**src/rtl/pfa_pkg.sv**
```systemverilog
// Shared types and elaboration helpers for the pipelined Kogge-Stone adder.
package pfa_pkg;

    typedef struct packed {
        logic g;
        logic p;
    } pfa_gp_t;

    function automatic int unsigned pfa_levels(input int unsigned width);
        return $clog2(width);
    endfunction

    // Rounded (half up) position of internal bank j in the LEVELS+1 step chain.
    function automatic int unsigned pfa_cut(input int unsigned j, input int unsigned stages,
                                            input int unsigned levels);
        return (2 * j * (levels + 1) + stages) / (2 * stages);
    endfunction

    function automatic bit pfa_is_cut(input int unsigned t, input int unsigned stages,
                                      input int unsigned levels);
        bit hit;
        hit = 1'b0;
        for (int unsigned j = 1; j < stages; j++) begin
            if (pfa_cut(j, stages, levels) == t) hit = 1'b1;
        end
        return hit;
    endfunction

endpackage

```
**src/rtl/pfa_prefix_cell.sv**
```systemverilog
// Kogge-Stone black cell: merges a high group (gh,ph) with the adjacent low group (gl,pl).
module pfa_prefix_cell
    import pfa_pkg::*;
(
    input  logic gh,
    input  logic ph,
    input  logic gl,
    input  logic pl,
    output logic g,
    output logic p
);

    pfa_gp_t res;

    assign res.g = gh | (ph & gl);
    assign res.p = ph & pl;
    assign g     = res.g;
    assign p     = res.p;

endmodule

```
**src/rtl/pfa_pipe.sv**
```systemverilog
// Pipelined Kogge-Stone adder/subtractor with valid/ready handshake and global stall.
// Define PFA_PIPE_OVF_EN to add the registered signed-overflow output ovf.
module pfa_pipe
    import pfa_pkg::*;
#(
    parameter int unsigned WIDTH  = 32,
    parameter int unsigned STAGES = 2
) (
    input  logic             clk,
    input  logic             rst_n,
    input  logic             in_valid,
    output logic             in_ready,
    input  logic [WIDTH-1:0] x,
    input  logic [WIDTH-1:0] y,
    input  logic             cin,
    input  logic             sub,
    output logic             out_valid,
    input  logic             out_ready,
    output logic [WIDTH-1:0] s,
    output logic             cout
`ifdef PFA_PIPE_OVF_EN
    ,
    output logic             ovf
`endif
);

    localparam int unsigned LEVELS = pfa_levels(WIDTH);

    // Index t holds values after step t: step 0 is the p/g pre-step, steps 1..LEVELS the tree.
    logic [LEVELS:0][WIDTH-1:0] g_o, p_o, pp_o;
    logic [LEVELS:0][WIDTH-1:0] g_i, p_i, pp_i;
    logic [LEVELS:0]            c0_o, c0_i, v_o, v_i;

    logic             stall;
    logic [WIDTH-1:0] y_adj;
    logic             cin_adj;
    logic [WIDTH-1:0] carry;
    logic             cout_c;
    logic             unused_p;

    assign stall    = out_valid & ~out_ready;
    assign in_ready = ~stall;

    // Carry-in is folded into bit 0's generate so the tree yields true carries directly.
    assign y_adj    = sub ? ~y : y;
    assign cin_adj  = sub | cin;
    assign pp_o[0]  = x ^ y_adj;
    assign p_o[0]   = pp_o[0];
    assign g_o[0]   = {x[WIDTH-1:1] & y_adj[WIDTH-1:1],
                       (x[0] & y_adj[0]) | (pp_o[0][0] & cin_adj)};
    assign c0_o[0]  = cin_adj;
    assign v_o[0]   = in_valid & in_ready;

    for (genvar k = 0; k < LEVELS; k++) begin : g_lvl
        localparam int D = 1 << k;
        for (genvar i = 0; i < WIDTH; i++) begin : g_bit
            if (i >= D) begin : g_cell
                pfa_prefix_cell u_cell (
                    .gh (g_i[k][i]),
                    .ph (p_i[k][i]),
                    .gl (g_i[k][i-D]),
                    .pl (p_i[k][i-D]),
                    .g  (g_o[k+1][i]),
                    .p  (p_o[k+1][i])
                );
            end else begin : g_pass
                assign g_o[k+1][i] = g_i[k][i];
                assign p_o[k+1][i] = p_i[k][i];
            end
        end
        assign pp_o[k+1] = pp_i[k];
        assign c0_o[k+1] = c0_i[k];
        assign v_o[k+1]  = v_i[k];
    end

    // Internal banks sit after the selected steps; elsewhere the step output feeds straight on.
    for (genvar t = 0; t <= LEVELS; t++) begin : g_stage
        if (pfa_is_cut(t, STAGES, LEVELS)) begin : g_bank
            logic [WIDTH-1:0] g_q, p_q, pp_q;
            logic             c0_q, v_q;
            always_ff @(posedge clk) begin
                if (!rst_n) begin
                    g_q  <= '0;
                    p_q  <= '0;
                    pp_q <= '0;
                    c0_q <= 1'b0;
                    v_q  <= 1'b0;
                end else if (!stall) begin
                    g_q  <= g_o[t];
                    p_q  <= p_o[t];
                    pp_q <= pp_o[t];
                    c0_q <= c0_o[t];
                    v_q  <= v_o[t];
                end
            end
            assign g_i[t]  = g_q;
            assign p_i[t]  = p_q;
            assign pp_i[t] = pp_q;
            assign c0_i[t] = c0_q;
            assign v_i[t]  = v_q;
        end else begin : g_wire
            assign g_i[t]  = g_o[t];
            assign p_i[t]  = p_o[t];
            assign pp_i[t] = pp_o[t];
            assign c0_i[t] = c0_o[t];
            assign v_i[t]  = v_o[t];
        end
    end

    // Group propagate of the full tree is never needed.
    assign unused_p = ^p_i[LEVELS];

    assign carry  = {g_i[LEVELS][WIDTH-2:0], c0_i[LEVELS]};
    assign cout_c = g_i[LEVELS][WIDTH-1];

    always_ff @(posedge clk) begin
        if (!rst_n) begin
            out_valid <= 1'b0;
            s         <= '0;
            cout      <= 1'b0;
`ifdef PFA_PIPE_OVF_EN
            ovf       <= 1'b0;
`endif
        end else if (!stall) begin
            out_valid <= v_i[LEVELS];
            s         <= pp_i[LEVELS] ^ carry;
            cout      <= cout_c;
`ifdef PFA_PIPE_OVF_EN
            ovf       <= carry[WIDTH-1] ^ cout_c;
`endif
        end
    end

endmodule

```
**config.mk**
```make
export PLATFORM = sky130hd
export DESIGN_NAME = pfa_pipe
export DESIGN_NICKNAME = d
export VERILOG_FILES = /design/src/rtl/pfa_pkg.sv /design/src/rtl/pfa_prefix_cell.sv /design/src/rtl/pfa_pipe.sv
export SDC_FILE = /design/constraint.sdc
export NUM_CORES = 1
export LEC_CHECK = 0
export CAP_MARGIN = 15
export CORE_ASPECT_RATIO = 0.5
export CORE_MARGIN = 3
export CORE_UTILIZATION = 40
export DETAILED_ROUTE_END_ITERATION = 6
export MAX_ROUTING_LAYER = met4
export PLACE_DENSITY = 0.73
export SLEW_MARGIN = 0
export SYNTH_ARGS = -nofsm -noshare
export SYNTH_HDL_FRONTEND = slang
export SYNTH_HIERARCHICAL = 1
export SYNTH_SLANG_ARGS = --single-unit
export TNS_END_PERCENT = 50
```
**constraint.sdc**
```tcl
create_clock -name clk -period 6.1 [get_ports clk]
set_input_delay 1.22 -clock clk [delete_from_list [all_inputs] [get_ports clk]]
set_output_delay 1.22 -clock clk [all_outputs]
set_load 0.01 [all_outputs]
```
==> metrics <==
Post-Syn Area=0.007133 mm^2; Hold Path Sink=g_stage[3].g_bank.p_q[30]; # port buffers=104; reg2reg start=out_valid; dpl cells=1,123; crit-path max cell delay=0.64 ns; RSZ-0062 raised after global routing=false; crit path DAT=2.80 ns; Final #Nets=1,017; pin count of the biggest net entering global routing=93; Routed WL=18,480 um; Worst R2R Setup Slack=4.08 ns; Starting Density=42.14%; Clock Sinks=124; CP required=4.88 ns; Die Ht=100.4 um; post-route ant nets=0; Residual DRC=0; number of global-route vias before repair=5,826; antenna diode count=0; Worst path top cell family by delay=buffers and inverters; PwrDens=292.0 mW/mm^2; gr ovfl total=0; Fin Setup TNS=0 ns; Rel. slew slack=33.66%; clk_lat worst skew=0.41 ns; # setup viols final=0; Max Clk Rate=248.7 MHz; Setup crit end kind=primary output; drt wl/cell=16.00 um; Root Driver=clkbuf_16; reg2reg path depth=5; clock-pin slew on the worst setup and hold paths=0.05 ns; status=completed; crit start category=input pin; vias post-DR=5,914; die footprint=0.01957 mm^2; hold_buf cts=0; CORE AREA=0.01693 mm^2; Fillers=1,592; FP Rows=33; Slew @ Worst Pin=0.9951 ns; layout cells sized above 1=14.87%; CP Max Fanout=71; most frequent CP cell=clkdlybuf4s50_1; H-tree depth reported by CTS=4; crit share post-route=65.92%; Pleak=4.184 nW; Vias/cell=5.120; max cap viols=0; hold path start=g_stage[3].g_bank.p_q[30]; Post-CTS Setup Bufs=0; area grow syn2layout=23.73%; first drt pass iteration count=5; post-cts resize count=0; Final min period=4.021 ns; Final Max Tran Viols=0; Clock Path Buffers=2; Final Non-Filler Cells=1,155; Die W=194.9 um; initial antenna violation count=0; critical path class=input pin to primary output; CTS tree=yes; Bufs and invs on worst path=3; min-delay worst type=register to register; Worst IR Drop VDD=161.7 uV; Syn Area/Cell=8.543 um^2; Post-Synthesis Cells=835; post-DP HPWL=13,780 um; Hold Violations, Final=0; Hold Path Depth=2; crit-path cells=clkdlybuf4s50_1 > nor2b_4 > inv_6 > clkdlybuf4s50_1; first-pass GRT wire length=30,220 um; num ports=105; Placer Congestion=0.9154; RR Endpoint=g_stage[3].g_bank.p_q[8]; initial DRC count=480; Setup Skew=0.008183 ns; Mapped Nets=937; Worst path slowest cell=clkdlybuf4s50_1; Num CTS Buffers=17; Ys Warns=6; all-layer global routing usage=20.03%
placed cells by master, fill, tap and decap left out, drive strengths merged:
| cell | instances |
|---|---|
| nor2b | 1 |
| o21a | 1 |
| o21ai | 34 |
| a21oi | 33 |
| bufinv | 3 |
| a21boi | 89 |
| nor2 | 2 |
| nand2 | 178 |
| clkdlybuf4s50 | 102 |
| clkinvlp | 5 |
| nor3 | 1 |
| inv | 3 |
| ha | 32 |
| nor3b | 1 |
| xnor2 | 32 |
| xor2 | 32 |
| clkinv | 4 |
| dfxtp | 124 |
| buf | 5 |
| clkbuf | 18 |
| a21o | 129 |
| and2 | 98 |
| nand2b | 1 |
registers in the layout, indices dropped and copies added (netlist names):
register	cells
g_stage.g_bank.g_q	32
s	32
g_stage.g_bank.pp_q	31
g_stage.g_bank.p_q	25
cout	1
g_stage.g_bank.c0_q	1
g_stage.g_bank.v_q	1
out_valid	1
power by group:
part | switching (W) | leakage, nW | total, W | internal (W)
clock network | 0.000376 | 0.285 | 0.00103 | 0.000653
registers | 0.0000588 | 1.02 | 0.000952 | 0.000893
logic | 0.000289 | 2.88 | 0.000596 | 0.000307
total | 0.000724 | 4.18 | 0.00258 | 0.00185
metal layers:
layer  up-vias  GRT usage (%)  part of all wire, %
li1       2995              -                    -
met1      2776          27.32                   50
met2       121          30.62                   43
met3        22          3.588                  4.3
met4         0          5.966                  1.9
met5         -              -                    0
tightest hold or removal path: stages, from the launching register on:
cell and delay, ns:
dfxtp_1 0.31, nand2_1 0.05, a21boi_1 0.05
cell type report:
type                    instances  area [um^2]  area share [%]
well taps                     227        284.0           3.218
inverters                       1        8.758         0.09923
clock inverters                14        168.9           1.914
multi-input cells             664         4389           49.73
flip-flops and latches        124         2482           28.13
clock buffers                  18        439.2           4.976
repair buffers                107         1054           11.94
metrics by stage:
stage	hold WS [ns]	util, %	total power (W)	worst slack [ns]	instance area [um^2]
after global placement	0.4484	48.54	0.001559	2.092	8218
after CTS	0.4638	52.14	0.002600	2.080	8826
after global routing	0.4776	52.14	0.002712	2.006	8826
after floorplan	0.4391	-	0.001336	3.107	7133
final	0.4630	52.14	0.002577	2.079	8826
after detailed placement	0.4562	48.54	0.001565	2.093	8218
worst max-delay path by stage:
stage	startpoint	slack, ns	depth (start not counted)	end
after floorplan	out_ready	3.11	5	in_ready
after global placement	out_ready	2.09	4	in_ready
after detailed placement	out_ready	2.09	4	in_ready
after CTS	out_ready	2.08	4	in_ready
after global routing	out_ready	2.01	4	in_ready
final	out_ready	2.08	4	in_ready
Note: power is estimated with default switching activity, not from simulation.
